`config.mk`:
```
export PLATFORM = sky130hd
export DESIGN_NAME = adder_wrapper_selftest_flat
export DESIGN_NICKNAME = d
export VERILOG_FILES = /design/src/rtl/adder_selftest_pkg.sv /design/src/rtl/adder_wrapper_selftest_if.sv /design/src/rtl/selftest_delay_line.sv /design/src/rtl/adder_wrapper_selftest.sv /design/src/flat_wrapper.sv
export SDC_FILE = /design/constraint.sdc
export NUM_CORES = 1
export LEC_CHECK = 0
export ABC_AREA = 1
export CORE_ASPECT_RATIO = 0.9
export CORE_MARGIN = 10
export CORE_UTILIZATION = 45
export CTS_CLUSTER_DIAMETER = 80
export CTS_CLUSTER_SIZE = 30
export DETAILED_ROUTE_END_ITERATION = 12
export PLACE_DENSITY = 0.68
export SLEW_MARGIN = 0
export SYNTH_ARGS = -nofsm -noshare
export SYNTH_HDL_FRONTEND = slang
export SYNTH_SLANG_ARGS = --single-unit
```
`constraint.sdc`:
```
create_clock -name clk -period 2.2 [get_ports clk]
set_input_delay 0.33 -clock clk [delete_from_list [all_inputs] [get_ports clk]]
set_output_delay 0.33 -clock clk [all_outputs]
set_load 0.01 [all_outputs]
```
`src/rtl/adder_selftest_pkg.sv`:
```
// Shared types and constants for the adder wrapper self-test.
// The LFSR tap table is only consumed when ADDER_SELFTEST_LFSR_EN is defined.
package adder_selftest_pkg;

   typedef enum logic [1:0] {
      ST_IDLE,
      ST_RUN,
      ST_DRAIN,
      ST_DONE
   } state_e;

   localparam int ERR_CNT_W = 16;

   // Maximal-length Fibonacci taps, bit (t-1) set for tap t; 0 outside 8..32 bits.
   function automatic logic [31:0] lfsr_taps(input int n);
      case (n)
         8:       return 32'h0000_00B8;
         9:       return 32'h0000_0110;
         10:      return 32'h0000_0240;
         11:      return 32'h0000_0500;
         12:      return 32'h0000_0829;
         13:      return 32'h0000_100D;
         14:      return 32'h0000_2015;
         15:      return 32'h0000_6000;
         16:      return 32'h0000_D008;
         17:      return 32'h0001_2000;
         18:      return 32'h0002_0400;
         19:      return 32'h0004_0023;
         20:      return 32'h0009_0000;
         21:      return 32'h0014_0000;
         22:      return 32'h0030_0000;
         23:      return 32'h0042_0000;
         24:      return 32'h00E1_0000;
         25:      return 32'h0120_0000;
         26:      return 32'h0200_0023;
         27:      return 32'h0400_0013;
         28:      return 32'h0900_0000;
         29:      return 32'h1400_0000;
         30:      return 32'h2000_0029;
         31:      return 32'h4800_0000;
         32:      return 32'h8020_0003;
         default: return 32'h0000_0000;
      endcase
   endfunction

endpackage

```
`src/rtl/adder_wrapper_selftest_if.sv`:
```
// Operand/result bus between the self-test block (master) and the adder wrapper (slave).
interface adder_wrapper_selftest_if #(
   parameter int WIDTH = 4
) ();
   logic [WIDTH-1:0] a_out;
   logic [WIDTH-1:0] b_out;
   logic [WIDTH-1:0] sum_in;
   logic             cout_in;

   modport master (output a_out, b_out, input sum_in, cout_in);
   modport slave  (input a_out, b_out, output sum_in, cout_in);
endinterface

```
`src/rtl/selftest_delay_line.sv`:
```
// LATENCY-stage pipe carrying a valid bit and a payload; clr drops all valid bits.
module selftest_delay_line #(
   parameter int LATENCY = 2,
   parameter int PW      = 8
) (
   input  logic          clk,
   input  logic          rst,
   input  logic          clr,
   input  logic          in_valid,
   input  logic [PW-1:0] in_payload,
   output logic          out_valid,
   output logic [PW-1:0] out_payload
);
   logic [LATENCY-1:0] vld_q;
   logic [PW-1:0]      pay_q [LATENCY];

   always_ff @(posedge clk) begin
      if (rst || clr) begin
         vld_q <= '0;
      end else begin
         vld_q[0] <= in_valid;
         for (int s = 1; s < LATENCY; s++) vld_q[s] <= vld_q[s-1];
      end
   end

   // Payload is only observed alongside a valid bit, so it needs no reset.
   always_ff @(posedge clk) begin
      pay_q[0] <= in_payload;
      for (int s = 1; s < LATENCY; s++) pay_q[s] <= pay_q[s-1];
   end

   assign out_valid   = vld_q[LATENCY-1];
   assign out_payload = pay_q[LATENCY-1];
endmodule

```
`src/rtl/adder_wrapper_selftest.sv`:
```
// BIST driver/checker for a registered adder wrapper: drives operands, compares results LATENCY cycles later.
// Define ADDER_SELFTEST_LFSR_EN to add the pseudo-random (lfsr_mode) run.
//
// state    | meaning
// ST_IDLE  | reset state, operands 0, waiting for start
// ST_RUN   | one vector driven per cycle
// ST_DRAIN | operands held, last LATENCY results still being compared
// ST_DONE  | results final, operands held, start begins a new run
module adder_wrapper_selftest
   import adder_selftest_pkg::*;
#(
   parameter int WIDTH   = 4,
   parameter int LATENCY = 2
) (
   input  logic                  clk,
   input  logic                  rst,
   input  logic                  start,
   input  logic                  lfsr_mode,
   adder_wrapper_selftest_if.master bus,
   output logic                  busy,
   output logic                  done,
   output logic                  pass,
   output logic [ERR_CNT_W-1:0]  err_count,
   output logic [WIDTH-1:0]      fail_a,
   output logic [WIDTH-1:0]      fail_b,
   output logic [WIDTH-1:0]      fail_sum,
   output logic                  fail_cout
);
   localparam int VW = 2 * WIDTH;
   localparam int PW = VW + WIDTH + 1;
   localparam int DW = (LATENCY > 1) ? $clog2(LATENCY) : 1;

   state_e                 state_q;
   logic [VW-1:0]          vec_q, vec_d;
   logic                   last_vec;
   logic [DW-1:0]          drain_q;
   logic                   busy_q, done_q, pass_q, fail_seen_q;
   logic [ERR_CNT_W-1:0]   err_q;
   logic [WIDTH-1:0]       fail_a_q, fail_b_q, fail_sum_q;
   logic                   fail_cout_q;

   logic                   start_ok, mism, dl_vld;
   logic [WIDTH:0]         gold, dl_gold;
   logic [VW-1:0]          dl_ops;
   logic [PW-1:0]          dl_pay;

   assign start_ok = start && (state_q == ST_IDLE || state_q == ST_DONE);
   assign gold     = {1'b0, vec_q[VW-1:WIDTH]} + {1'b0, vec_q[WIDTH-1:0]};

   selftest_delay_line #(.LATENCY(LATENCY), .PW(PW)) u_dline (
      .clk         (clk),
      .rst         (rst),
      .clr         (start_ok),
      .in_valid    (state_q == ST_RUN),
      .in_payload  ({vec_q, gold}),
      .out_valid   (dl_vld),
      .out_payload (dl_pay)
   );

   assign {dl_ops, dl_gold} = dl_pay;
   assign mism = dl_vld && ({bus.cout_in, bus.sum_in} != dl_gold);

`ifdef ADDER_SELFTEST_LFSR_EN
   localparam logic [31:0] TAPS = lfsr_taps(VW);
   logic          lfsr_run_q;
   logic [VW-1:0] lfsr_step;

   assign lfsr_step = {vec_q[VW-2:0], ^(vec_q & TAPS[VW-1:0])};

   // Seeded with all-ones, so the run ends just before the sequence returns to the seed.
   always_comb begin
      vec_d    = vec_q + VW'(1);
      last_vec = &vec_q;
      if (lfsr_run_q) begin
         vec_d    = lfsr_step;
         last_vec = &lfsr_step;
      end
   end
`else
   logic unused_lfsr_mode;
   assign unused_lfsr_mode = lfsr_mode;
   assign vec_d    = vec_q + VW'(1);
   assign last_vec = &vec_q;
`endif

   always_ff @(posedge clk) begin
      if (rst) begin
         state_q     <= ST_IDLE;
         vec_q       <= '0;
         drain_q     <= '0;
         busy_q      <= 1'b0;
         done_q      <= 1'b0;
         pass_q      <= 1'b0;
         err_q       <= '0;
         fail_seen_q <= 1'b0;
         fail_a_q    <= '0;
         fail_b_q    <= '0;
         fail_sum_q  <= '0;
         fail_cout_q <= 1'b0;
`ifdef ADDER_SELFTEST_LFSR_EN
         lfsr_run_q  <= 1'b0;
`endif
      end else begin
         if (mism) begin
            if (err_q != '1) err_q <= err_q + ERR_CNT_W'(1);
            if (!fail_seen_q) begin
               fail_seen_q <= 1'b1;
               fail_a_q    <= dl_ops[VW-1:WIDTH];
               fail_b_q    <= dl_ops[WIDTH-1:0];
               fail_sum_q  <= bus.sum_in;
               fail_cout_q <= bus.cout_in;
            end
         end
         case (state_q)
            ST_IDLE, ST_DONE: begin
               if (start) begin
                  state_q     <= ST_RUN;
                  busy_q      <= 1'b1;
                  done_q      <= 1'b0;
                  pass_q      <= 1'b0;
                  err_q       <= '0;
                  fail_seen_q <= 1'b0;
                  fail_a_q    <= '0;
                  fail_b_q    <= '0;
                  fail_sum_q  <= '0;
                  fail_cout_q <= 1'b0;
                  vec_q       <= '0;
`ifdef ADDER_SELFTEST_LFSR_EN
                  lfsr_run_q  <= lfsr_mode;
                  if (lfsr_mode) vec_q <= '1;
`endif
               end
            end
            ST_RUN: begin
               if (last_vec) begin
                  state_q <= ST_DRAIN;
                  drain_q <= '0;
               end else begin
                  vec_q <= vec_d;
               end
            end
            ST_DRAIN: begin
               if (drain_q == DW'(LATENCY - 1)) begin
                  // The final compare lands on this same edge, so include it in pass.
                  state_q <= ST_DONE;
                  busy_q  <= 1'b0;
                  done_q  <= 1'b1;
                  pass_q  <= !((err_q != '0) || mism);
               end else begin
                  drain_q <= drain_q + DW'(1);
               end
            end
            default: state_q <= ST_IDLE;
         endcase
      end
   end

   assign bus.a_out = vec_q[VW-1:WIDTH];
   assign bus.b_out = vec_q[WIDTH-1:0];
   assign busy      = busy_q;
   assign done      = done_q;
   assign pass      = pass_q;
   assign err_count = err_q;
   assign fail_a    = fail_a_q;
   assign fail_b    = fail_b_q;
   assign fail_sum  = fail_sum_q;
   assign fail_cout = fail_cout_q;
endmodule

```
`src/flat_wrapper.sv`:
```
// flat-port wrapper written by rule: the top's interface ports become plain ports
module adder_wrapper_selftest_flat import adder_selftest_pkg::*;
#(
   parameter int WIDTH   = 4,
   parameter int LATENCY = 2
)
  (clk, rst, start, lfsr_mode, busy, done, pass, err_count, fail_a, fail_b, fail_sum, fail_cout, bus_a_out, bus_b_out, bus_sum_in, bus_cout_in);
  adder_wrapper_selftest_if #(.WIDTH(WIDTH)) bus_i ();
  input  logic clk;
  input  logic rst;
  input  logic start;
  input  logic lfsr_mode;
  output logic busy;
  output logic done;
  output logic pass;
  output logic [ERR_CNT_W-1:0] err_count;
  output logic [WIDTH-1:0] fail_a;
  output logic [WIDTH-1:0] fail_b;
  output logic [WIDTH-1:0] fail_sum;
  output logic fail_cout;
  output wire logic [$bits(bus_i.a_out)-1:0] bus_a_out;
  output wire logic [$bits(bus_i.b_out)-1:0] bus_b_out;
  input wire logic [$bits(bus_i.sum_in)-1:0] bus_sum_in;
  input wire logic [$bits(bus_i.cout_in)-1:0] bus_cout_in;
  assign bus_a_out = bus_i.a_out;
  assign bus_b_out = bus_i.b_out;
  assign bus_i.sum_in = bus_sum_in;
  assign bus_i.cout_in = bus_cout_in;
  adder_wrapper_selftest #(.WIDTH(WIDTH), .LATENCY(LATENCY)) u_core (.clk(clk), .rst(rst), .start(start), .lfsr_mode(lfsr_mode), .bus(bus_i), .busy(busy), .done(done), .pass(pass), .err_count(err_count), .fail_a(fail_a), .fail_b(fail_b), .fail_sum(fail_sum), .fail_cout(fail_cout));
endmodule
```
; Word-level counts from Yosys, hierarchy flattened
; Memory sizes are Yosys's and may differ from the RTL's.
; Index checks and enable logic that the tools add are counted.
; Widths: inputs -> output; s select.
[classes]
add_sub_neg = 4
eq_ne = 9
mux = 41
reduce_logical = 17
[op_table]
columns = op, count
row1 = $mux 16, 4
row2 = $mux 4, 12
row3 = $add 16x1->16 const B, 1
row4 = $mux 8, 2
row5 = $ne 16x16->1 const B, 1
row6 = $pmux 8 s2, 1
row7 = $reduce_bool 16->1, 1
row8 = $mux 1, 14
row9 = $reduce_and 3->1, 3
row10 = $add 8x1->8 const B, 1
row11 = $pmux 1 s2, 4
row12 = $reduce_and 8->1, 1
row13 = $mux 2, 3
row14 = $pmux 2 s3, 1
row15 = $reduce_bool 2->1, 3
row16 = $add 4x4->5, 1
row17 = $ne 5x5->1, 1
row18 = $eq 2x2->1 const B, 2
row19 = $ne 2x1->1 const B, 2
row20 = $ne 2x2->1 const B, 2
row21 = $logic_or 1x1->1, 3
row22 = $eq 2x1->1 const B, 1
row23 = $logic_and 1x1->1, 2
row24 = $logic_not 2->1, 1
row25 = other kinds (4), 4
[word_totals]
ff_bits = 46
ramBits = 26
in_bits = 9
out_inout_bits = 40
n_memories = 1
[memory_table]
columns = name, words, width, read_ports, rd_ports_with_merged_regs, wr, line_no
row1 = u_core.u_dline.pay_q, 2, 13, 2, 0, 2, selftest_delay_line.sv:15  ; logic [PW-1:0] pay_q [LATENCY];

; Depth between registers and ports, before layout
; Gate-level depths: netlist of the first run.
[depth]
word_depth = 6
depth_mapped = 11
depth_no_buf = 11

; Hierarchy
; A second synthesis of the first run with hierarchy kept.
[unflattened]
hier_cells = 429
area_unflattened_um2 = 3274.4
[by_module_without_submodules]
columns = module, n_inst, cells_each, area_each_um2, seq_area_each_um2
row1 = adder_wrapper_selftest, 1, 381, 2590.0, 880.8
row2 = selftest_delay_line, 1, 48, 684.4, 560.5

; Worst setup path before layout of the first run
; OpenSTA, ideal clock, no wires.
[synth_timing]
kind = register to register
from = register u_core.state_q[0]
to = register u_core.fail_b_q[1], in the netlist u_core.fail_b[1]
setup_time_ns = 0.064
t_arrival_ns = 1.515
setup_slack_ns = 0.621
path_stages_with_launch = 9
path_buffers = 1
period_less_slack_ns = 1.579
cell_sequence = dfxtp_1 -> inv_1 -> ha_1 -> nand2_1 -> inv_1 -> nor2_1 -> buf_2 -> o21ai_1 -> nor2_1
[synth_between]
elab_chain_cells = 3
word_cells_on_any_way = 4
classes_between = eq/ne (1) / mux (1) / reduce/logical (2)
[synth_rtl]
columns = element, line_no
row1 = "start, declared", adder_wrapper_selftest.sv:33  ; state_e state_q;
row2 = "start signal, assigned", adder_wrapper_selftest.sv:88  ; state_q <= ST_IDLE;
row3 = "start signal, assigned", adder_wrapper_selftest.sv:117  ; state_q <= ST_RUN;
row4 = "start signal, assigned", adder_wrapper_selftest.sv:136  ; state_q <= ST_DRAIN;
row5 = $eq 2x2->1 / $logic_not 2->1 (equally long branches), adder_wrapper_selftest.sv:114  ; case (state_q)
row6 = $reduce_or 2->1 (*), adder_wrapper_selftest.sv:114
row7 = $mux 4 (*), adder_wrapper_selftest.sv:114
row8 = "end signal, assigned", adder_wrapper_selftest.sv:109  ; fail_b_q <= dl_ops[WIDTH-1:0];
row9 = "end, declared", adder_wrapper_selftest.sv:39  ; logic [WIDTH-1:0] fail_a_q, fail_b_q, fail_sum_q;
; Every way passes the cells marked *; elsewhere a longest branch is shown, timed or not.
; A chain may end at the register's enable or synchronous reset.

; Worst setup path in the final report of the first run
[layout_timing]
from = register u_core.vec_q[7]
to = output bus_a_out[3]
[layout_lines]
columns = element, line_no
row1 = "start, declared", adder_wrapper_selftest.sv:34  ; logic [VW-1:0] vec_q, vec_d;
row2 = "start signal, assigned", adder_wrapper_selftest.sv:139  ; vec_q <= vec_d;
row3 = "end, declared", flat_wrapper.sv:21  ; output wire logic [$bits(bus_i.a_out)-1:0] bus_a_out;
; No word-level cell between the ends.

==> impl_metrics.tcl, run 1 <==
set metrics [dict create \
    status "finished, final reports clean" \
    hold_depth 0 \
    n_fill_cell 611 \
    max_freq_mhz 560.5 \
    die-width_um 107.4 \
    grt_pass1_wl_mm 11.79 \
    stdcell_area_sq_um 3899 \
    worstSetupEndpointType "output port" \
    syn2layout_area_growth_pct 26.10 \
    drc 0 \
    gp_congestion 0.9041 \
    setup_tns_ns 0 \
    dpl.cell_count 556 \
    ys_top_cells_by_count "nand2_1 (94), dfxtp_1 (72), nor2_1 (67)" \
    initial_core_util_pct 46.69 \
    min_from "u_core.u_dline.pay_q[0][1]" \
    async_flop_share_pct 0 \
    synthCells 419 \
    slowest_delay_ns 0.61 \
    max_cap_viol_count 0 \
    final_nets 497 \
    drive_above_1_share_pct 6.237 \
    route.antenna.remaining_nets 0 \
    cts_setup_buffers 0 \
    pin_count 49 \
    die_area_sq_um 10590 \
    slew_headroom_pct 75.26 \
    numCtsBuffers 9 \
    wl_per_cell_um 12.04 \
    grt_usage_pct 13.33 \
    grt_busiest_layer "met2" \
    grt_pass1_vias 2557 \
    finalSetupViolCount 0 \
    cp-start-kind "flip-flop" \
    overflow 0 \
    rsz0062_at_grt "no" \
    fin_crit_ns 1.784 \
    cts_tree "built" \
    use_met3_pct 4.818 \
    synthDistinctLibCells 28 \
    syn_nets 439 \
    fin_skew_ns 0.007116 \
    cp_top_family "buffers and inverters" \
    rows 28 \
    viasPerCell 4.722 \
    fp.coreArea_sq_um 6621 \
    min_path_type "reg -> reg" \
    die_h_um 98.64 \
    crit_chain "clkdlybuf4s50_1" \
    clk_pin_slew_ns 0.07 \
    path_buf_inv 1 \
    holdPathEnd "u_core.u_dline.pay_q[0][14]" \
    critical_path_required_ns 1.87 \
    synth_area_leaders "dfxtp_1 (47%), nand2_1 (11%), nor2_1 (8.1%)" \
    power_density_nw_per_um2 877.5 \
    cts_hold_buf 0 \
    r2r-end "u_core.err_count[8]" \
    yosysWarnings 0 \
    dpl_cell_area_sq_um 3679 \
    drv_slew 0 \
    regToRegSetupSlack_ns 0.51 \
    grt_max_degree 19 \
    synth_most_common_cell "nand2_1" \
    yosys.area.top_type_share_pct 46.62 \
    antennaDiodeCount 0 \
    post_cts.resized_instances 0 \
    vdd_drop_max_mv 0.6082 \
    hold_viol 0 \
    portBuffers 47 \
    num_vias 2696 \
    ys_seq_area_share_pct 46.62 \
    antenna_found_initial 0 \
    leakage_nw 1.673 \
    clk_path_buf_depth 2 \
    synth_top_cell_by_area "dfxtp_1" \
    grt_util_met2_pct 20.85 \
    instances_no_fill 571 \
    grtUsageMet1_pct 17.09 \
    cts_sinks 72 \
    synth_edf_count 0 \
    postSynthAreaPerCell_sq_um 7.379 \
    crit_type "reg -> out" \
    arrival_ns 1.45 \
    cts-root-buf "clkbuf_8" \
    drtIter0Drc 140 \
    period_share_pct 81.10 \
    reg2reg_from "u_core.state_q[0]" \
    drtPass1Iterations 4 \
    ys_ff_latch 72 \
    place_hpwl_mm 5.136 \
    htree_levels 3 \
    rr_worst_depth 8 \
    synth_ff_type "dfxtp_1" \
    cp_max_fo 8 \
    syn_area_sq_um 3092 \
    tightest_slew_ns 0.3707 \
    utilization_pct 58.88 \
    wl_mm 6.872 \
    crit_slowest_cell "clkdlybuf4s50_1" \
    clk_latency_ns 0.33 \
]
==> metrics by stage <==
step / setup WS (ns) / hold slack [ns] / power (mW)
2_1_floorplan: 0.6210 / 0.3096 / 2.047
3_3_place_gp: 0.2850 / 0.3097 / 2.298
3_5_place_dp: 0.2540 / 0.3121 / 2.314
4_1_cts: 0.3934 / 0.3210 / 3.457
5_1_grt: 0.2927 / 0.3295 / 3.642
6_report: 0.4158 / 0.3239 / 3.421
==> state kept, by name, indices dropped and copies added (netlist names) <==
register,count
u_core.fail_a,4
u_core.u_dline.vld_q,2
u_core.state_q,2
u_core.fail_b,4
u_core.fail_cout,1
u_core.busy,1
u_core.fail_seen_q,1
u_core.drain_q,1
u_core.pass,1
u_core.err_count,16
u_core.done,1
u_core.vec_q,8
u_core.fail_sum,4
u_core.u_dline.pay_q,26
==> how the worst max path moves through the flow <==
stage,startpoint,endpoint,depth (start not counted)
floorplan,u_core.state_q[0],u_core.fail_b[1],8
global placement,bus_sum_in[0],u_core.fail_b[0],11
detailed placement,bus_sum_in[2],u_core.fail_a[2],11
CTS,u_core.vec_q[7],bus_a_out[3],1
global route,u_core.state_q[0],u_core.err_count[8],8
finish,u_core.vec_q[7],bus_a_out[3],1
==> cells in the final DEF, fill, tap and decap left out, types with 2 or more instances in the layout <==
| cell | n |
|---|---|
| buf_4 | 7 |
| nor2_1 | 67 |
| a21oi_1 | 21 |
| nand2_1 | 94 |
| dfxtp_1 | 72 |
| o21bai_1 | 2 |
| clkbuf_8 | 11 |
| nand2_4 | 2 |
| nand4_1 | 15 |
| clkdlybuf4s50_1 | 47 |
| nand3_1 | 23 |
| nor2_2 | 3 |
| inv_1 | 57 |
| nor3_1 | 4 |
| ha_1 | 10 |
| bufinv_16 | 2 |
| o21ai_1 | 6 |
| xnor2_1 | 2 |
| o21ai_0 | 20 |
| xor2_1 | 6 |
==> where the power goes <==
part | total [mW] | leakage (nW) | internal, mW | switching (mW)
Combinational | 0.795 | 0.979 | 0.304 | 0.491
Clock | 1.14 | 0.112 | 0.693 | 0.447
Sequential | 1.49 | 0.582 | 1.42 | 0.0644
Total | 3.42 | 1.67 | 2.42 | 1.00
==> cells by family after synthesis <==
| logic type | Yosys count | share of synthesized area [%] |
|---|---|---|
| and+or+nand+nor | 212 | 29.26 |
| AOI/OAI and AO/OA | 50 | 8.337 |
| xor gates and xnor gates | 8 | 2.266 |
| buffers and inverters | 66 | 8.822 |
| adders and majority gates | 11 | 4.694 |
| DFF | 72 | 46.62 |
==> final cells by class <==
cell class / count / area, sq um / area share, %
clock inverter: 3 / 65.06 / 1.669
clock buffer: 12 / 155.1 / 3.979
timing repair buffer: 54 / 523.0 / 13.41
inverter: 59 / 224.0 / 5.745
multi-input combinational: 281 / 1378 / 35.33
sequential: 72 / 1441 / 36.97
tap: 90 / 112.6 / 2.888
==> per-layer routing <==
metal	vias up	wire, um
li1	1441	-
met1	1185	3190
met2	66	3094
met3	4	551
met4	0	35
met5	-	0
Power figures use the tool's default switching activity.
==> run 2, diff against run 1 <==
PLACE_DENSITY = 0.7   (was 0.68)
clock period = 1.55 ns   (was 2.2 ns; I/O delays follow)
==> impl_metrics.tcl, run 2 (same netlist as run 1, synthesis figures left out) <==
set metrics [dict create \
    cp_max_fo 8 \
    die-width_um 107.4 \
    gp_congestion 0.9170 \
    cts_hold_buf 0 \
    finalSetupViolCount 0 \
    n_fill_cell 547 \
    grt_pass1_vias 2878 \
    viasPerCell 4.819 \
    drv_slew 0 \
    wl_mm 7.741 \
    instances_no_fill 597 \
    power_density_nw_per_um2 1264 \
    fp.coreArea_sq_um 6621 \
    seq_area_sq_um 1464 \
    rr_worst_depth 8 \
    drive_above_1_share_pct 17.95 \
    drtPass1Iterations 6 \
    utilization_pct 64.72 \
    hold_viol 0 \
    timing.hold.ws_ns 0.3290 \
    arrival_ns 1.75 \
    largest_register_ffs 26 \
    cts_sinks 72 \
    fin_skew_ns 0.007778 \
    min_path_type "reg -> reg" \
    power_mw 5.415 \
    period_share_pct 97.77 \
    rows 28 \
    rsz0062_at_grt "yes" \
    num_vias 2877 \
    syn2layout_area_growth_pct 38.61 \
    overflow 0 \
    pre_cts_ws_ns -0.3735 \
    fin_crit_ns 1.515 \
    cts_tree "built" \
    hold_depth 0 \
    setup_tns_ns 0 \
    crit_type "reg -> reg" \
    die_h_um 98.64 \
    pin_count 49 \
    place_hpwl_mm 5.586 \
    htree_levels 3 \
    layout_common_cells "nand2_1 (92), nor2_1 (61), inv_1 (57)" \
    numCtsBuffers 9 \
    drc 0 \
    regToRegSetupSlack_ns 0.03 \
    multi_input_area_sq_um 1501 \
    leakage_nw 2.046 \
    route.antenna.remaining_nets 0 \
    final_nets 522 \
    max_cap_viol_count 0 \
    stdcell_area_sq_um 4285 \
    critical_path_required_ns 1.78 \
    die_area_sq_um 10590 \
    drtIter0Drc 167 \
    min_from "u_core.u_dline.pay_q[0][3]" \
    antennaDiodeCount 0 \
    worstSetupEndpointType "flip-flop" \
    cp-start-kind "flip-flop" \
    slew_headroom_pct 80.25 \
    wl_per_cell_um 12.97 \
    portBuffers 47 \
    status "finished, final reports clean" \
    clk_latency_ns 0.34 \
    grt_max_degree 19 \
    holdPathEnd "u_core.u_dline.pay_q[0][16]" \
    dpl.cell_count 579 \
    dpl_cell_area_sq_um 3869 \
    max_freq_mhz 659.9 \
    tightest_slew_ns 0.2959 \
    clk_pin_slew_ns 0.08 \
    cts-root-buf "clkbuf_8" \
    clk_path_buf_depth 2 \
    grt_usage_pct 14.68 \
    initial_core_util_pct 46.69 \
    antenna_found_initial 0 \
    grt_pass1_wl_mm 12.79 \
    top_register "u_core.u_dline.pay_q" \
    setup_ws_ns 0.03458 \
    reg2reg_from "u_core.state_q[1]" \
    vdd_drop_max_mv 0.9234 \
    final_common_cell "nand2_1" \
    r2r-end "u_core.vec_q[6]" \
]
[run 2: changes by cell type in the layout (fill, tap and decap cells not counted), sizes merged]
cell,previous run,this run
buf,7,32
bufinv,2,3
clkbuf,12,11
clkdlybuf4s50,47,25
clkinv,1,2
dlygate4sd2,0,14
dlymetal6s2s,0,8
[run 2: power by group]
part / switching (mW) / internal, mW / leakage [nW] / total (mW)
logic: 0.852 / 0.656 / 1.33 / 1.51
registers: 0.0987 / 2.02 / 0.591 / 2.12
clock network: 0.673 / 1.11 / 0.124 / 1.79
[run 2: worst max path at each step]
| stage | slack [ns] | depth (start not counted) | endpoint | startpoint |
|---|---|---|---|---|
| finish | 0.03 | 8 | u_core.vec_q[6] | u_core.state_q[1] |
| global route | -0.04 | 9 | u_core.vec_q[6] | u_core.state_q[0] |
| CTS | -0.0006 | 8 | u_core.vec_q[1] | u_core.vec_q[1] |
| detailed placement | -0.37 | 10 | u_core.fail_a[2] | bus_sum_in[0] |
| global placement | -0.23 | 9 | u_core.fail_a[2] | bus_sum_in[2] |
| floorplan | 0.05 | 8 | u_core.err_count[2] | u_core.err_count[0] |
[run 2: critical path, cell delays in order (launching register included)]
cell	delay (ns)
dfxtp_1	0.39
inv_1	0.09
ha_2	0.23
nand4_1	0.18
nand2_4	0.11
inv_6	0.10
nand2_1	0.08
o21ai_1	0.16
nor2_1	0.07
[run 2: metal layers]
metal / part of all wire (%) / global-route usage [%]
met1: 42 / 16.56
met2: 49 / 24.37
met3: 8.3 / 6.510
met4: 0.88 / 4.517
met5: 0 / 0
[run 2: area by class of cell]
cell class	instances	area share, %
clock buffer	11	3.299
clock inverter	5	2.423
inverter	59	5.343
multi-input combinational	281	35.04
sequential	72	34.16
tap	90	2.628
timing repair buffer	79	17.11
[run 2: repair_timing]
item                       in CTS  in global routing
gates resized for setup        31                 36
pin swaps                       0                  4
setup buffers                   0                  2
setup endpoints to repair      25                 47
==> run 3, diff against run 2 <==
SETUP_SLACK_MARGIN = 0.2   (was unset)
==> impl_metrics.tcl, run 3 (same netlist as run 1, synthesis figures left out) <==
set metrics [dict create \
    cp_max_fo 4 \
    grt_pass1_vias 2972 \
    overflow 0 \
    portBuffers 47 \
    finalSetupViolCount 0 \
    pre_cts_ws_ns -0.3599 \
    arrival_ns 1.76 \
    drtIter0Drc 116 \
    fin_crit_ns 1.476 \
    tightest_slew_ns 0.4178 \
    hold_depth 3 \
    grt_pass1_wl_mm 13.85 \
    antenna_found_initial 0 \
    status "finished, final reports clean" \
    fin_skew_ns 0.009094 \
    fp.coreArea_sq_um 6621 \
    grt_usage_pct 16.20 \
    grt_max_degree 14 \
    wl_mm 8.952 \
    vdd_drop_max_mv 1.093 \
    min_path_type "in -> reg" \
    rr_worst_depth 10 \
    setup_ws_ns 0.07399 \
    slowest_delay_ns 0.38 \
    cts-root-buf "clkbuf_8" \
    clk_latency_ns 0.35 \
    max_cap_viol_count 0 \
    numCtsBuffers 9 \
    viasPerCell 4.965 \
    cp-start-kind "flip-flop" \
    htree_levels 3 \
    layout_common_cells "nand2_1 (71), inv_1 (48), nor2_1 (48), dfxtp_1 (48), buf_4 (36)" \
    critical_path_required_ns 1.83 \
    num_vias 3078 \
    stdcell_area_sq_um 4911 \
    final_nets 545 \
    leakage_nw 2.219 \
    crit_type "reg -> reg" \
    crit_chain "inv_4, ha_4, nand2_4, inv_4, nor2_4, buf_12, buf_12, buf_16, nand2_4, nor2_2" \
    wl_per_cell_um 14.44 \
    period_share_pct 95.23 \
    syn2layout_area_growth_pct 58.84 \
    drive_above_1_share_pct 38.11 \
    multi_input_area_sq_um 1868 \
    drtPass1Iterations 4 \
    clk_path_buf_depth 2 \
    drv_slew 0 \
    place_hpwl_mm 5.408 \
    die_h_um 98.64 \
    die-width_um 107.4 \
    final_common_cell "nand2_1" \
    initial_core_util_pct 46.69 \
    cts_hold_buf 0 \
    power_density_nw_per_um2 1246 \
    max_freq_mhz 677.5 \
    worstSetupEndpointType "flip-flop" \
    cts_sinks 72 \
    gp_congestion 0.8708 \
    rsz0062_at_grt "yes" \
    route.antenna.remaining_nets 0 \
    dpl_cell_area_sq_um 3913 \
    power_mw 6.119 \
    cts_tree "built" \
    top_register "u_core.u_dline.pay_q" \
    die_area_sq_um 10590 \
    seq_area_sq_um 1489 \
    antennaDiodeCount 0 \
    crit_slowest_cell "dfxtp_4" \
    largest_register_ffs 26 \
    clk_pin_slew_ns 0.08 \
    slew_headroom_pct 72.08 \
    pin_count 49 \
    hold_viol 0 \
    rows 28 \
    n_fill_cell 428 \
    drc 0 \
]
-- run 3: layer usage --
layer / share of wire [%] / global-route usage (%) / vias to the layer above
met4: 1.9 / 7.290 / 0
met5: 0 / 0 / -
li1: - / - / 1549
met2: 51 / 26.90 / 84
met3: 6.1 / 5.339 / 17
met1: 41 / 18.50 / 1428
-- run 3: metrics by stage --
step | hold WS (ns) | util [%] | TNS [ns] | std cells
after floorplan | 0.3096 | - | 0 | 419
after global placement | 0.3101 | 59.09 | -4.431 | 575
after detailed placement | 0.3121 | 59.09 | -6.658 | 575
after CTS | 0.3022 | 68.33 | 0 | 610
after global routing | 0.1994 | 74.17 | -0.03454 | 620
final | 0.1876 | 74.17 | 0 | 620
-- run 3: worst max-delay path: cells and delay by family (launching register included) --
kind,cells,cell delay [ns]
AND/OR/NAND/NOR,4,0.37
adder cells (fa/ha/maj),1,0.23
buffers and inverters,5,0.43
flip-flops,1,0.38
-- run 3: worst paths after layout --
kind,start,endpoint,slack [ns]
setup / recovery,u_core.state_q[0],u_core.err_count[0],0.07
hold / removal,bus_cout_in,u_core.fail_cout,0.19
setup reg to reg,u_core.state_q[0],u_core.err_count[0],0.07
hold reg to reg,u_core.u_dline.pay_q[0][1],u_core.u_dline.pay_q[0][14],0.32
-- run 3: layout make-up --
type | instances | area share (%)
timing repair buffer | 102 | 20.38
inverter | 59 | 4.968
clock inverter | 6 | 1.401
tap | 90 | 2.293
sequential | 72 | 30.32
multi-input combinational | 281 | 38.04
clock buffer | 10 | 2.599
-- run 3: power by group --
part	internal, mW	switching (mW)	total (mW)
logic	1.18	1.31	2.50
clock network	0.752	0.714	1.47
registers	2.03	0.125	2.16
total	3.97	2.15	6.12
-- run 3: timing repair --
item | 4_1_cts | 5_1_grt
gates cloned | 3 | 0
pin swaps | 24 | 38
endpoints found under the setup margin | 87 | 57
gates resized for setup | 125 | 112
buffers inserted | 16 | 10
==> RTL change 1, RTL diff (flow settings as in run 1) <==
The package constant `ERR_CNT_W` goes from 16 to 18.
--- a/src/rtl/adder_selftest_pkg.sv
+++ b/src/rtl/adder_selftest_pkg.sv
@@ -10,5 +10,5 @@
    } state_e;
 
-   localparam int ERR_CNT_W = 16;
+   localparam int ERR_CNT_W = 18;
 
    // Maximal-length Fibonacci taps, bit (t-1) set for tap t; 0 outside 8..32 bits.
Interface: changed (resized err_count); port bits go from 49 to 51. The function was not compared with the original's and may differ.
==> RTL change 1 against run 1 <==
Synthesized area increased by 6.8%. Critical path depth unchanged. Routed wire length rose by 13%. Count of clock-buffer cells in the layout decreased by 2. Combinational power is 2% higher. Design area increased by 5.9%. Total power down 0.33%. Setup slack got worse by 0.027 ns. Sequential cell count increased by 2. Register-to-register slack got worse by 0.05 ns. Fmax shrank 1.5%. First-iteration DRC count increased by 8.6%. Largest cell class is now multi-input gates. Largest power group unchanged. Highest routed layer unchanged.
==> RTL change 1: results (changes against run 1) <==
[status]
run_status = finished, final reports clean

[clock_tree]
cts_buffer_depth = 2  ; unchanged
clock_latency_ns = 0.35  ; +0.02 ns
cts_post_setup_buffers_inserted = 0  ; unchanged
clock_tree.root_cell = clkbuf_8
post_cts_resized = 0  ; unchanged

[yosys]
synth.top_cells.by_count = nand2_1, dfxtp_1, nor2_1
netlist-cell-type-count = 34  ; +21%
postSynthNetCount = 465  ; +5.9%
synthXorXnorAreaFrac_pct = 1.592  ; -0.67 points
synth.area.top_cells = dfxtp_1, nand2_1, nor2_1
synth_compound_gate_area_share_pct = 9.249  ; +0.91 points
syn_area_per_cell_um2 = 7.417  ; +0.52%
yosysSeqAreaShare_pct = 44.88  ; -1.7 points
yosys.area_share.adder_pct = 4.397  ; -0.30 points

[drt]
drt-total-wl_mm = 7.783  ; +13%
drtPass1Iterations = 5  ; +1
vias_cell = 4.870  ; +3.1%
per_cell_routed_wire_length_um = 12.95  ; +7.6%
drt-initial-drc-count = 152  ; +8.6%

[critical_path]
launching_point_of_the_worst_reg2reg_path = u_core.err_count[1]
startpoint = u_core.err_count[11]
crit_arrival_ns = 1.48  ; +0.03 ns
timing.critical_path.slowest_cell_delay_ns = 0.61  ; about the same
r2r.worst_path.cells = 8  ; unchanged
top_delay_family_on_crit_path = buffers and inverters

[final_layout]
largest_register_ffs = 26  ; unchanged
final_layout_size_suffix_gt1_share_pct = 10.43  ; +4.2 points
fill_cells = 682  ; +12%
num-nets-final = 523  ; +5.2%

[timing]
timing.clock.skew_ns = 0.006338  ; -0.0007784 ns
worst_slew_pin_slew_ns = 0.4854  ; +0.1147 ns
final-hold-violation-count = 0  ; unchanged

[global_routing]
grt_first_pass_wirelength_mm = 12.61  ; +6.9%
first_global_vias = 2672  ; +4.5%
groute.usage.overall_pct = 14.15  ; +0.82 points
grt_max_degree = 24  ; +5

[power]
max-vdd-ir-drop_mv = 0.6810  ; +12%
netSwitchingFraction_pct = 32.12  ; +2.8 points
total_leakage_power_nw = 1.803  ; +7.7%

[place]
gp_routability_congestion = 0.8825  ; -2.4%
port_buffers = 49  ; +4.3%
place_inst = 585  ; +5.2%
hpwlAfterDp_mm = 5.780  ; +13%

[worst_hold_path]
number_of_stages_on_the_worst_hold_path = 0  ; unchanged
holdCritPathClass = reg -> reg

## RTL change 1: cell count changes after synthesis, sizes merged, moves of 2 or more
| cell | delta |
|---|---|
| nand3 | +11 |
| nand4 | -10 |
| a21oi | +7 |
| nor2 | +6 |
| nor3 | +4 |
| clkbuf | +3 |
| o21ai | +3 |
| xor2 | -3 |
| dfxtp | +2 |
| inv | -2 |
| nor4 | +2 |
| o21bai | -2 |
| or2 | +2 |
## RTL change 1: power by group through the flow
stage               clock network (mW)  registers, mW  logic [mW]
global route                      1.19           1.52       0.919
detailed placement                   0           1.54       0.809
global placement                     0           1.54       0.798
finish                            1.09           1.51       0.809
CTS                               1.12           1.51       0.815
floorplan                            0           1.56       0.503
## RTL change 1: metrics by stage
| step | util (%) | total power [mW] | cell area (um^2) | worst slack (ns) | hold WS (ns) |
|---|---|---|---|---|---|
| after global placement | 55.38 | 2.335 | 3919 | 0.1828 | 0.3125 |
| final | 58.36 | 3.410 | 4129 | 0.3884 | 0.3256 |
| after global routing | 58.36 | 3.627 | 4129 | 0.3030 | 0.3393 |
| after floorplan | - | 2.067 | 3301 | 0.6278 | 0.3096 |
| after CTS | 58.36 | 3.450 | 4129 | 0.3614 | 0.3286 |
| after detailed placement | 55.38 | 2.350 | 3919 | 0.1290 | 0.3121 |
## RTL change 1: layer usage
layer / GRT usage (%) / routed length (um) / up-vias
li1: - / - / 1527
met1: 18.11 / 3701 / 1328
met2: 21.65 / 3454 / 68
met3: 5.333 / 582 / 4
met4: 4.245 / 45 / 0
met5: 0 / 0 / -
## RTL change 1: worst paths after layout
kind / slack (ns) / endpoint
worst max-delay path: 0.39 / err_count[11]
worst min-delay path: 0.33 / u_core.u_dline.pay_q[0][14]
worst max register to register: 0.46 / u_core.err_count[7]
worst min register to register: 0.33 / u_core.u_dline.pay_q[0][14]
## RTL change 1: layout make-up
class	count	area (um^2)	area share [%]
Timing Repair Buffer	57	550.5	13.33
Clock buffer	10	137.6	3.333
Tap cell	93	116.4	2.818
Multi-Input combinational cell	303	1553	37.61
Inverter	58	217.7	5.273
Sequential cell	74	1481	35.88
Clock inverter	6	72.57	1.758
## RTL change 1: kinds of logic after synthesis
group / after synthesis
AOI/OAI and AO/OA: 59
xor gates and xnor gates: 6
adders and majority gates: 11
DFF: 74
and+or+nand+nor: 227
buffers and inverters: 68
## RTL change 1: worst register-to-register path, stage by stage, from the launching register on
cell and delay (ns):
dfxtp_1 0.43, ha_1 0.33, nand3_4 0.14, nor2_8 0.15, nand4_1 0.23, nand3_1 0.20, nand2_1 0.07, nand2_1 0.06
nor2_1 0.04
==> RTL change 2, RTL diff (config.mk and constraints of run 1) <==
Made on the original files. Re-encode `state_e` (4 states) as Gray code, 2 bits wide.
--- a/src/rtl/adder_selftest_pkg.sv
+++ b/src/rtl/adder_selftest_pkg.sv
@@ -4,8 +4,8 @@
 
    typedef enum logic [1:0] {
-      ST_IDLE,
-      ST_RUN,
-      ST_DRAIN,
-      ST_DONE
+      ST_IDLE  = 2'b00,
+      ST_RUN   = 2'b01,
+      ST_DRAIN = 2'b11,
+      ST_DONE  = 2'b10
    } state_e;
 
Formal check against the unedited RTL: same outputs for any inputs over 10 cycles, from zero or initial values and one cycle with rst high; not proved beyond that.
==> RTL change 2 against run 1 <==
Routed wire length grew 1.5%. Highest routed layer unchanged. Cell count grew 6.5%. Sequential cell count is the same. Critical path type unchanged. Setup slack gained 0.018 ns. Via count grew 2.9%. Synthesized area grew 4.0%. Design area grew 2.6%.
Power is not compared: it rests on default switching activity, and its combinational part moved more than twofold at a synthesized area within 25%.
==> RTL change 2: results (changes against run 1) <==
[status]
run_status = finished, final reports clean

[global_routing]
groute.usage.overall_pct = 12.97  ; -0.36 points
first_global_vias = 2441  ; -4.5%
antenna_violations_before_repair = 0  ; unchanged
grt_first_pass_wirelength_mm = 11.60  ; -1.6%
grt_max_degree = 18  ; -1

[yosys]
async_reset_ff_share_pct = 0  ; unchanged
syn_area_per_cell_um2 = 7.049  ; -4.5%
netlist-cell-type-count = 31  ; +11%
synth.top_cells.by_count = nand2_1, inv_1, dfxtp_1
synth.area.top_cells = dfxtp_1, nand2_1, inv_1
yosysSeqAreaShare_pct = 44.84  ; -1.8 points
dominantRegCellSynth = dfxtp_1
postSynthNetCount = 473  ; +7.7%
yosys_warnings = 0  ; unchanged

[place]
gp_routability_congestion = 0.8660  ; -4.2%
detailed_place.area_mm2 = 0.003781  ; +2.8%
place_ws_ns = 0.1498  ; -0.1042 ns
hpwlAfterDp_mm = 5.206  ; +1.4%
port_buffers = 47  ; unchanged
place_inst = 592  ; +6.5%

[worst_hold_path]
holdCritPathClass = reg -> reg

[final_layout]
num-nets-final = 527  ; +6.0%
antenna_cells_inserted = 0  ; unchanged
final_layout_size_suffix_gt1_share_pct = 8.932  ; +2.7 points
largest_register_ffs = 26  ; unchanged
top_register = u_core.u_dline.pay_q

[clock_tree]
post_cts_resized = 0  ; unchanged
cts_post_setup_buffers_inserted = 0  ; unchanged
cts_max_level = 3  ; unchanged
clock_tree.root_cell = clkbuf_8
cts_buffer_depth = 2  ; unchanged
numCtsBuffers = 9  ; unchanged
clock_latency_ns = 0.34

[critical_path]
worst-r2r-setup-slack_ns = 0.51  ; about the same
top_delay_family_on_crit_path = buffers and inverters
crit_slowest_cell = clkdlybuf4s50_1
worstPathMaxFanout = 8  ; unchanged
crit_arrival_ns = 1.44
timing.critical_path.slowest_cell_delay_ns = 0.61  ; about the same

[drt]
drt-total-wl_mm = 6.973  ; +1.5%
drtPass1Iterations = 4  ; unchanged
per_cell_routed_wire_length_um = 11.47  ; -4.7%
via_count = 2775  ; +2.9%
drt-initial-drc-count = 191  ; +36%

[timing]
setup_slack_ns = 0.4341  ; +0.01832 ns
worst_slew_pin_slew_ns = 0.5220  ; +0.1512 ns
whs_ns = 0.3265  ; +0.002518 ns
timing.clock.skew_ns = 0.01152  ; +0.004403 ns

[power]
max-vdd-ir-drop_mv = 0.3087
total_leakage_power_nw = 1.625

-- RTL change 2: path summary, 6_finish.rpt --
path / start / endpoint / cells after the start
max: u_core.vec_q[3] / bus_b_out[3] / 1
min reg2reg: u_core.u_dline.pay_q[0][10] / u_core.u_dline.pay_q[0][23] / 0
max reg2reg: u_core.vec_q[1] / u_core.vec_q[4] / 8
min: u_core.u_dline.pay_q[0][10] / u_core.u_dline.pay_q[0][23] / 0
-- RTL change 2: layout make-up --
cell class | count | area, um^2
Clock buffer | 10 | 127.6
Clock inverter | 6 | 91.34
Fill cell | 662 | 3003
Inverter | 81 | 304.0
Multi-Input combinational cell | 296 | 1414
Sequential cell | 72 | 1441
Tap cell | 93 | 116.4
Timing Repair Buffer | 50 | 505.5
-- RTL change 2: logic make-up (layout without fill, tap and decap cells) --
kind of cell             Yosys count  after routing  synth area share [%]
AND/OR/NAND/NOR                  246            246                 33.24
buffers and inverters             88            147                 11.17
flip-flops                        72             72                 44.84
AO/OA/AOI/OAI                     37             37                 6.034
adder cells (fa/ha/maj)            8              8                 3.348
XOR/XNOR                           5              5                 1.363
-- RTL change 2: routing by layer --
layer  GRT usage, %  wire length [um]
met1          17.96              3399
met2          18.30              3014
met3          3.972               481
met4          4.965                78
met5              0                 0
-- RTL change 2: where the power goes --
| group | internal (mW) | total [mW] | switching, mW |
|---|---|---|---|
| combinational | 0.0667 | 0.162 | 0.0957 |
| clock | 0.645 | 1.15 | 0.501 |
| sequential | 1.32 | 1.34 | 0.0143 |
| total | 2.03 | 2.65 | 0.611 |
